==> src/rtl/pipeline_pkg.sv <==
// Shared encodings for the overlapped fetch/decode/execute sequencer.
package pipeline_pkg;

  localparam logic [31:0] NOP_INSTR_DEFAULT = 32'hE1A00000;

  typedef enum logic [1:0] {
    ADDRESS_SELECT_ALU = 2'b00,
    ADDRESS_SELECT_PC  = 2'b01,
    ADDRESS_SELECT_INC = 2'b10
  } addr_sel_e;

  typedef enum logic [1:0] {
    SEQ_RESET,
    SEQ_PRIME,
    SEQ_RUN
  } seq_state_e;

  // KILL drops the valid flag but keeps the instruction word in place.
  typedef enum logic [1:0] {
    STAGE_HOLD,
    STAGE_LOAD,
    STAGE_FLUSH,
    STAGE_KILL
  } stage_op_e;

endpackage

==> src/rtl/pipeline_sequencer_if.sv <==
// Memory/execute/decoder side signals of the pipeline sequencer.
interface pipeline_sequencer_if #(
  parameter int unsigned DATA_WIDTH  = 32,
  parameter int unsigned COUNT_WIDTH = 16
);
  logic [DATA_WIDTH-1:0]  imem_rdata;
  logic                   imem_ready;
  logic                   ex_busy;
  logic                   ex_branch;
  logic                   hazard;
  logic                   control_reset;
  logic [DATA_WIDTH-1:0]  fd_instr;
  logic                   fd_valid;
  logic [DATA_WIDTH-1:0]  de_instr;
  logic                   de_valid;
  logic                   ex_commit;
  logic [1:0]             address_reg_sel;
  logic                   update_address;
  logic                   pc_write_en;
  logic                   fetch_en;
  logic [COUNT_WIDTH-1:0] retire_count;

  modport master (
    input  imem_rdata, imem_ready, ex_busy, ex_branch, hazard,
    output control_reset, fd_instr, fd_valid, de_instr, de_valid, ex_commit,
           address_reg_sel, update_address, pc_write_en, fetch_en, retire_count
  );

  modport slave (
    output imem_rdata, imem_ready, ex_busy, ex_branch, hazard,
    input  control_reset, fd_instr, fd_valid, de_instr, de_valid, ex_commit,
           address_reg_sel, update_address, pc_write_en, fetch_en, retire_count
  );
endinterface

==> src/rtl/pipeline_stage_reg.sv <==
// One pipeline register: instruction word plus valid flag with hold/load/flush/kill.
module pipeline_stage_reg
  import pipeline_pkg::*;
#(
  parameter int unsigned           DATA_WIDTH = 32,
  parameter logic [DATA_WIDTH-1:0] NOP_INSTR  = DATA_WIDTH'(NOP_INSTR_DEFAULT)
) (
  input  logic                  clk,
  input  logic                  rst_n,
  input  stage_op_e             op_i,
  input  logic [DATA_WIDTH-1:0] instr_i,
  input  logic                  valid_i,
  output logic [DATA_WIDTH-1:0] instr_o,
  output logic                  valid_o
);

  logic [DATA_WIDTH-1:0] instr_q;
  logic                  valid_q;

  always_ff @(posedge clk or negedge rst_n) begin
    if (!rst_n) begin
      instr_q <= NOP_INSTR;
      valid_q <= 1'b0;
    end else begin
      case (op_i)
        STAGE_LOAD: begin
          instr_q <= instr_i;
          valid_q <= valid_i;
        end
        STAGE_FLUSH: begin
          instr_q <= NOP_INSTR;
          valid_q <= 1'b0;
        end
        STAGE_KILL: valid_q <= 1'b0;
        default: ;
      endcase
    end
  end

  assign instr_o = instr_q;
  assign valid_o = valid_q;

endmodule

==> src/rtl/pipeline_sequencer.sv <==
// Overlapped fetch/decode/execute control sequencer with stall, bubble and branch flush.
module pipeline_sequencer
  import pipeline_pkg::*;
#(
  parameter int unsigned           DATA_WIDTH   = 32,
  parameter logic [DATA_WIDTH-1:0] NOP_INSTR    = DATA_WIDTH'(NOP_INSTR_DEFAULT),
  parameter int unsigned           RESET_CYCLES = 2,
  parameter int unsigned           COUNT_WIDTH  = 16
) (
  input  logic                 clk,
  input  logic                 reset_n,
  pipeline_sequencer_if.master bus
);

  localparam int unsigned RW = (RESET_CYCLES > 1) ? $clog2(RESET_CYCLES) : 1;

  seq_state_e             state_q, state_d;
  logic [RW-1:0]          rst_cnt_q, rst_cnt_d;
  logic [COUNT_WIDTH-1:0] retire_cnt_q, retire_cnt_d;

  stage_op_e              fd_op, de_op;
  logic [DATA_WIDTH-1:0]  fd_instr, de_instr;
  logic                   fd_valid, de_valid;

  logic                   retire, flush, stall, bubble;
  logic                   control_reset, fetch_en, ex_commit, update_address;
  addr_sel_e              sel;

  pipeline_stage_reg #(.DATA_WIDTH(DATA_WIDTH), .NOP_INSTR(NOP_INSTR)) u_fd (
    .clk     (clk),
    .rst_n   (reset_n),
    .op_i    (fd_op),
    .instr_i (bus.imem_rdata),
    .valid_i (1'b1),
    .instr_o (fd_instr),
    .valid_o (fd_valid)
  );

  pipeline_stage_reg #(.DATA_WIDTH(DATA_WIDTH), .NOP_INSTR(NOP_INSTR)) u_de (
    .clk     (clk),
    .rst_n   (reset_n),
    .op_i    (de_op),
    .instr_i (fd_instr),
    .valid_i (fd_valid),
    .instr_o (de_instr),
    .valid_o (de_valid)
  );

  always_ff @(posedge clk or negedge reset_n) begin
    if (!reset_n) begin
      state_q      <= SEQ_RESET;
      rst_cnt_q    <= '0;
      retire_cnt_q <= '0;
    end else begin
      state_q      <= state_d;
      rst_cnt_q    <= rst_cnt_d;
      retire_cnt_q <= retire_cnt_d;
    end
  end

  // de_valid is never set outside RUN, so these terms only matter there.
  assign retire = de_valid & ~bus.ex_busy;
  assign flush  = retire & bus.ex_branch;
  assign stall  = de_valid & bus.ex_busy;
  assign bubble = ~flush & ~stall & bus.hazard & fd_valid;

  always_comb begin
    state_d        = state_q;
    rst_cnt_d      = rst_cnt_q;
    control_reset  = 1'b0;
    fetch_en       = 1'b0;
    ex_commit      = 1'b0;
    sel            = ADDRESS_SELECT_INC;
    update_address = 1'b0;
    fd_op          = STAGE_HOLD;
    de_op          = STAGE_HOLD;

    case (state_q)
      SEQ_RESET: begin
        control_reset  = 1'b1;
        sel            = ADDRESS_SELECT_PC;
        update_address = 1'b1;
        if (rst_cnt_q == RW'(RESET_CYCLES - 1)) state_d = SEQ_PRIME;
        else rst_cnt_d = rst_cnt_q + RW'(1);
      end
      SEQ_PRIME: state_d = SEQ_RUN;
      SEQ_RUN: begin
        ex_commit = retire;
        if (flush) begin
          fd_op          = STAGE_FLUSH;
          de_op          = STAGE_FLUSH;
          sel            = ADDRESS_SELECT_ALU;
          update_address = 1'b1;
        end else if (stall) begin
          fd_op = STAGE_HOLD;
        end else if (bubble) begin
          de_op = STAGE_FLUSH;
        end else if (!bus.imem_ready) begin
          de_op = STAGE_LOAD;
          fd_op = STAGE_KILL;
        end else begin
          de_op          = STAGE_LOAD;
          fd_op          = STAGE_LOAD;
          fetch_en       = 1'b1;
          update_address = 1'b1;
        end
      end
      default: state_d = SEQ_RESET;
    endcase
  end

  always_comb begin
    retire_cnt_d = retire_cnt_q;
    if (ex_commit) retire_cnt_d = retire_cnt_q + COUNT_WIDTH'(1);
  end

  assign bus.control_reset   = control_reset;
  assign bus.fd_instr        = fd_instr;
  assign bus.fd_valid        = fd_valid;
  assign bus.de_instr        = de_instr;
  assign bus.de_valid        = de_valid;
  assign bus.ex_commit       = ex_commit;
  assign bus.address_reg_sel = sel;
  assign bus.update_address  = update_address;
  assign bus.pc_write_en     = update_address;
  assign bus.fetch_en        = fetch_en;
  assign bus.retire_count    = retire_cnt_q;

endmodule

==> src/flat_wrapper.sv <==
// flat-port wrapper written by rule: the top's interface ports become plain ports
module pipeline_sequencer_flat import pipeline_pkg::*;
#(
  parameter int unsigned           DATA_WIDTH   = 32,
  parameter logic [DATA_WIDTH-1:0] NOP_INSTR    = DATA_WIDTH'(NOP_INSTR_DEFAULT),
  parameter int unsigned           RESET_CYCLES = 2,
  parameter int unsigned           COUNT_WIDTH  = 16
)
  (clk, reset_n, bus_imem_rdata, bus_imem_ready, bus_ex_busy, bus_ex_branch, bus_hazard, bus_control_reset, bus_fd_instr, bus_fd_valid, bus_de_instr, bus_de_valid, bus_ex_commit, bus_address_reg_sel, bus_update_address, bus_pc_write_en, bus_fetch_en, bus_retire_count);
  pipeline_sequencer_if #(.DATA_WIDTH(DATA_WIDTH), .COUNT_WIDTH(COUNT_WIDTH)) bus_i ();
  input  logic clk;
  input  logic reset_n;
  input wire logic [$bits(bus_i.imem_rdata)-1:0] bus_imem_rdata;
  input wire logic [$bits(bus_i.imem_ready)-1:0] bus_imem_ready;
  input wire logic [$bits(bus_i.ex_busy)-1:0] bus_ex_busy;
  input wire logic [$bits(bus_i.ex_branch)-1:0] bus_ex_branch;
  input wire logic [$bits(bus_i.hazard)-1:0] bus_hazard;
  output wire logic [$bits(bus_i.control_reset)-1:0] bus_control_reset;
  output wire logic [$bits(bus_i.fd_instr)-1:0] bus_fd_instr;
  output wire logic [$bits(bus_i.fd_valid)-1:0] bus_fd_valid;
  output wire logic [$bits(bus_i.de_instr)-1:0] bus_de_instr;
  output wire logic [$bits(bus_i.de_valid)-1:0] bus_de_valid;
  output wire logic [$bits(bus_i.ex_commit)-1:0] bus_ex_commit;
  output wire logic [$bits(bus_i.address_reg_sel)-1:0] bus_address_reg_sel;
  output wire logic [$bits(bus_i.update_address)-1:0] bus_update_address;
  output wire logic [$bits(bus_i.pc_write_en)-1:0] bus_pc_write_en;
  output wire logic [$bits(bus_i.fetch_en)-1:0] bus_fetch_en;
  output wire logic [$bits(bus_i.retire_count)-1:0] bus_retire_count;
  assign bus_i.imem_rdata = bus_imem_rdata;
  assign bus_i.imem_ready = bus_imem_ready;
  assign bus_i.ex_busy = bus_ex_busy;
  assign bus_i.ex_branch = bus_ex_branch;
  assign bus_i.hazard = bus_hazard;
  assign bus_control_reset = bus_i.control_reset;
  assign bus_fd_instr = bus_i.fd_instr;
  assign bus_fd_valid = bus_i.fd_valid;
  assign bus_de_instr = bus_i.de_instr;
  assign bus_de_valid = bus_i.de_valid;
  assign bus_ex_commit = bus_i.ex_commit;
  assign bus_address_reg_sel = bus_i.address_reg_sel;
  assign bus_update_address = bus_i.update_address;
  assign bus_pc_write_en = bus_i.pc_write_en;
  assign bus_fetch_en = bus_i.fetch_en;
  assign bus_retire_count = bus_i.retire_count;
  pipeline_sequencer #(.DATA_WIDTH(DATA_WIDTH), .NOP_INSTR(NOP_INSTR), .RESET_CYCLES(RESET_CYCLES), .COUNT_WIDTH(COUNT_WIDTH)) u_core (.clk(clk), .reset_n(reset_n), .bus(bus_i));
endmodule
==> config.mk <==
export PLATFORM = sky130hd
export DESIGN_NAME = pipeline_sequencer_flat
export DESIGN_NICKNAME = d
export VERILOG_FILES = /design/src/rtl/pipeline_pkg.sv /design/src/rtl/pipeline_sequencer_if.sv /design/src/rtl/pipeline_stage_reg.sv /design/src/rtl/pipeline_sequencer.sv /design/src/flat_wrapper.sv
export SDC_FILE = /design/constraint.sdc
export NUM_CORES = 1
export LEC_CHECK = 0
export CAP_MARGIN = 20
export CELL_PAD_IN_SITES_DETAIL_PLACEMENT = 0
export CELL_PAD_IN_SITES_GLOBAL_PLACEMENT = 2
export CORE_AREA = 2 2 120 122
export CTS_BUF_LIST = sky130_fd_sc_hd__clkbuf_8
export CTS_CLUSTER_DIAMETER = 80
export DETAILED_ROUTE_END_ITERATION = 16
export DIE_AREA = 0 0 122 124
export GPL_TIMING_DRIVEN = 0
export HOLD_SLACK_MARGIN = 0.08
export PLACE_DENSITY = 0.86
export SKIP_CTS_REPAIR_TIMING = 1
export SLEW_MARGIN = 10
export SYNTH_ARGS = -nofsm -noshare
export SYNTH_HDL_FRONTEND = slang
export SYNTH_HIERARCHICAL = 1
export SYNTH_SLANG_ARGS = --single-unit
==> constraint.sdc <==
create_clock -name clk -period 2.5 [get_ports clk]
set_clock_uncertainty 0.2 [all_clocks]
set_input_delay 0.625 -clock clk [delete_from_list [all_inputs] [get_ports clk]]
set_output_delay 0.625 -clock clk [all_outputs]
set_load 0.02 [all_outputs]
==> impl_results.rst, run 1 <==
.. list-table::
   :header-rows: 1

   * - Metric
     - Value
   * - Area growth, synth to finish
     - 43.9%
   * - Number of enable-type register cells in the synthesized netlist
     - 0
   * - Clock Sinks
     - 85
   * - Instance count after placement with tap cells included
     - 687
   * - Sequential area share after synthesis
     - 0.545
   * - Startpoint types
     - primary input
   * - Count of pins over their slew limit
     - 0
   * - Half-perimeter wire length after detailed placement
     - 7410 microns
   * - Worst-path fanout max
     - 3
   * - Number of warnings issued by yosys
     - 6
   * - Vias in the first global route
     - 3041
   * - Worst vdd rail ir drop
     - 0.000461 V
   * - Uppermost routed layer
     - met4
   * - Average size of a mapped cell
     - 10.3 sq um
   * - Number of primary I/O pins
     - 127
   * - CP delay by family, top
     - buffers and inverters
   * - Number of design-rule violations left by the first detailed-router iteration
     - 231
   * - Number of nets in the finished design
     - 564
   * - Setup Slack @ Placement
     - -0.657 ns
   * - IO buf count
     - 126
   * - Overall die area
     - 0.0151 sq mm
   * - M1 wire length
     - 4600 microns
   * - Worst setup path category
     - in -> out
   * - Routed length on met3
     - 560 microns
   * - GR Util All Layers
     - 0.141
   * - Result of the run
     - finished clean
   * - Clock tree from TritonCTS
     - yes
   * - DRC violation count after routing
     - 0
   * - Count of endpoints failing hold in the final timing report
     - 0
   * - Final period utilization
     - 0.953
   * - Worst path setup slack after routing
     - 0.118 ns
   * - Starting Density
     - 0.287
   * - Clock transition at the register clock pins on the worst setup and hold paths after CTS
     - 0.07 ns
   * - TNS Setup
     - 0 ns
   * - Worst path slowest cell
     - sky130_fd_sc_hd__clkdlybuf4s50_1
   * - Initial antenna violation count
     - 0
   * - Cell Pwr Density
     - 1320 mW/mm^2
   * - Relative contribution of the clock network to total power
     - 0.127
   * - Layout cells sized above 1
     - 0.141
   * - Maximum frequency from static timing analysis
     - 420 MHz
   * - Final weighted congestion in routability-driven placement
     - 0.766
   * - Flops & latches, synth
     - 85
   * - Number of antenna cells inserted
     - 0
   * - Layout Cells excl Fill
     - 704
   * - Most used DFF post-synth
     - sky130_fd_sc_hd__dfrtp_1
   * - Maximum cell stage delay along the critical path
     - 0.50 ns
   * - Setup violation total in the final timing report
     - 0
   * - Switching Share
     - 0.416
   * - Initial DRT Pass Iterations
     - 4
   * - Final Critical Period
     - 2.38 ns
   * - Maximum buffer depth of the clock tree
     - 2
   * - X dimension of the die
     - 122 microns
   * - CTS Root Buffer Type
     - sky130_fd_sc_hd__clkbuf_8
   * - Pin count of the biggest net entering global routing
     - 58
   * - Routed wl met2
     - 4860 microns
   * - Placed Area
     - 0.00544 sq mm
   * - Detailed-route wire length per cell
     - 14.6 microns
   * - Avg Vias per Cell
     - 4.38
   * - Series of cell instances along the critical path
     - clkdlybuf4s50_1 > nand4b_1 > nand2_2 > buf_4 > buf_4
   * - Routed vias
     - 3085
   * - Kind of path behind the tightest hold check
     - reg -> reg
   * - Antenna-violating nets left
     - 0
   * - Worst setup EP type
     - primary output
   * - Leak pwr
     - 0.00256 uW
   * - Max-Cap Viols
     - 0
   * - Routed WL
     - 10300 microns
   * - Die span in y
     - 124 microns
   * - Floorplan row count
     - 43
   * - Post-Route Utilization
     - 0.412
   * - Crit path required time
     - 1.67 ns
   * - # H-tree levels
     - 3
   * - Core ar.
     - 0.0137 sq mm
   * - Proportion of synthesized flip-flops having asynchronous set or reset
     - 1.00
   * - Crit path top cell by count
     - sky130_fd_sc_hd__buf_4
   * - Power dissipated by switching net loads
     - 3110 uW
   * - Number of nets in the synthesized netlist
     - 425
   * - Synth Cell Area
     - 0.00393 sq mm
   * - Cts bufs inserted
     - 9
   * - Number of distinct library cells after synthesis
     - 33
   * - Synthesized instance count
     - 380
   * - Comb power frac
     - 0.552
   * - Worst path bufs/invs
     - 3
   * - Internal power summed over all cells
     - 4370 uW
   * - Global-route wire length before repair
     - 16100 microns
   * - Data arrival time of the critical path
     - 1.56 ns
   * - Sequential cell fraction of total power
     - 0.321
   * - Area of all placed cells without fillers
     - 0.00566 sq mm
   * - Global route overflow
     - 0
   * - Worst-skew pair later-pin latency
     - 0.36 ns
-- Yosys cell counts (3+ instances only) --
library cell	instances	share of area
sky130_fd_sc_hd__nor2_1	29	0.028
sky130_fd_sc_hd__nand3b_1	52	0.099
sky130_fd_sc_hd__a21oi_2	12	0.027
sky130_fd_sc_hd__inv_1	59	0.056
sky130_fd_sc_hd__buf_4	4	0.0076
sky130_fd_sc_hd__dfstp_2	12	0.080
sky130_fd_sc_hd__nand2_1	14	0.013
sky130_fd_sc_hd__buf_2	8	0.010
sky130_fd_sc_hd__ha_1	7	0.022
sky130_fd_sc_hd__nand4_1	4	0.0064
sky130_fd_sc_hd__o21ai_1	52	0.066
sky130_fd_sc_hd__xnor2_1	9	0.020
sky130_fd_sc_hd__xor2_1	6	0.013
sky130_fd_sc_hd__dfrtp_1	73	0.46
sky130_fd_sc_hd__and2_1	3	0.0048
sky130_fd_sc_hd__buf_6	11	0.031
-- cells in the final DEF (no fill, tap or decap), types with 2 or more instances in the layout --
master and count:
sky130_fd_sc_hd__clkbuf_8 10, sky130_fd_sc_hd__a21oi_1 2, sky130_fd_sc_hd__nand2_1 12, sky130_fd_sc_hd__clkdlybuf4s50_1 115, sky130_fd_sc_hd__and2_1 3, sky130_fd_sc_hd__dfstp_2 12, sky130_fd_sc_hd__xor2_1 6, sky130_fd_sc_hd__nand3b_1 52
sky130_fd_sc_hd__nor2_1 28, sky130_fd_sc_hd__buf_6 11, sky130_fd_sc_hd__ha_1 7, sky130_fd_sc_hd__a21oi_2 12, sky130_fd_sc_hd__buf_2 9, sky130_fd_sc_hd__inv_1 63, sky130_fd_sc_hd__nor3_1 2, sky130_fd_sc_hd__o21ai_1 54
sky130_fd_sc_hd__dlymetal6s2s_1 7, sky130_fd_sc_hd__buf_4 6, sky130_fd_sc_hd__nand3_1 2, sky130_fd_sc_hd__nand4_1 4, sky130_fd_sc_hd__o41ai_1 2, sky130_fd_sc_hd__and4_4 2, sky130_fd_sc_hd__nand2_2 2, sky130_fd_sc_hd__nand2b_1 2
sky130_fd_sc_hd__dfrtp_1 73, sky130_fd_sc_hd__xnor2_1 9
-- routing by layer --
metal	vias to the layer above	track usage
li1	1507	-
met5	-	0
met4	0	0.0718
met2	82	0.218
met3	17	0.0353
met1	1479	0.184
-- kinds of logic (layout without fill, tap and decap cells) --
family / Yosys count / after routing / synth area share
adders and majority gates: 7 / 7 / 0.0223
other: 1 / 1 / 0.000954
muxes: 1 / 1 / 0.00286
AOI/OAI and AO/OA: 70 / 70 / 0.102
and+or+nand+nor: 118 / 118 / 0.184
xor gates and xnor gates: 16 / 16 / 0.0375
DFF: 85 / 85 / 0.545
buffers and inverters: 82 / 226 / 0.106
-- worst paths after layout --
check                                              start  cells past startpoint  slack (ns)                                  end
max                                       bus_imem_ready                      5        0.12                   bus_update_address
min                         u_core/rst_cnt_q$_DFFE_PN0P_                      1        0.27         u_core/rst_cnt_q$_DFFE_PN0P_
max reg2reg                u_core/state_q[0]$_DFFE_PN0P_                      8        0.30  u_core/u_fd/instr_o[11]$_DFFE_PN0P_
min reg2reg                 u_core/rst_cnt_q$_DFFE_PN0P_                      1        0.27         u_core/rst_cnt_q$_DFFE_PN0P_
max in group asynchronous                        reset_n                      3        0.90  u_core/u_de/instr_o[31]$_DFFE_PN1P_
min in group asynchronous                        reset_n                      2        0.54  u_core/u_fd/instr_o[15]$_DFFE_PN0P_
-- area by class of cell --
type	instances	area, sq um
flip-flops and latches	85	2140
clock buffers	10	138
inverters	59	221
clock inverters	6	50.0
repair buffers	128	1300
multi-input cells	213	1390
fillers	1356	8060
well taps	180	225
plain buffers	23	194
-- per-stage QoR --
| stage | power, uW | hold WS [ns] |
|---|---|---|
| floorplan | 4840 | 0.129 |
| global placement | 6530 | 0.244 |
| detailed placement | 6620 | 0.253 |
| CTS | 7620 | -0.0152 |
| global route | 8040 | 0.304 |
| finish | 7480 | 0.270 |
-- power by group through the flow --
stage | Combinational [uW] | Sequential [uW] | Clock (uW)
4_1_cts | 4200 | 2410 | 1000
3_5_place_dp | 4190 | 2440 | 0
2_1_floorplan | 1830 | 3010 | 0
6_report | 4130 | 2400 | 950
3_3_place_gp | 4110 | 2420 | 0
5_1_grt | 4500 | 2480 | 1060
-- state kept, by name (all words and copies together) (netlist names) --
name,flops
u_core/u_fd/valid_o,1
u_core/u_de/instr_o,32
u_core/u_de/valid_o,1
u_core/bus.retire_count,16
u_core/rst_cnt_q,1
u_core/state_q,2
u_core/u_fd/instr_o,32
-- worst reg2reg max path, cell delays in order, from the launching register on --
cell and delay, ns:
sky130_fd_sc_hd__dfrtp_1 0.44, sky130_fd_sc_hd__and2b_1 0.23, sky130_fd_sc_hd__nand2_1 0.07, sky130_fd_sc_hd__a21oi_1 0.24, sky130_fd_sc_hd__inv_1 0.09, sky130_fd_sc_hd__ha_1 0.31
sky130_fd_sc_hd__buf_6 0.16, sky130_fd_sc_hd__buf_2 0.25, sky130_fd_sc_hd__o21ai_1 0.11
Note: power is estimated with default switching activity, not from simulation.
==> run 2: changes to the inputs <==
- CTS_CLUSTER_DIAMETER: 80 -> 120
==> results of run 2 <==
The final DEF is identical to that of run 1; final timing and power are the same.
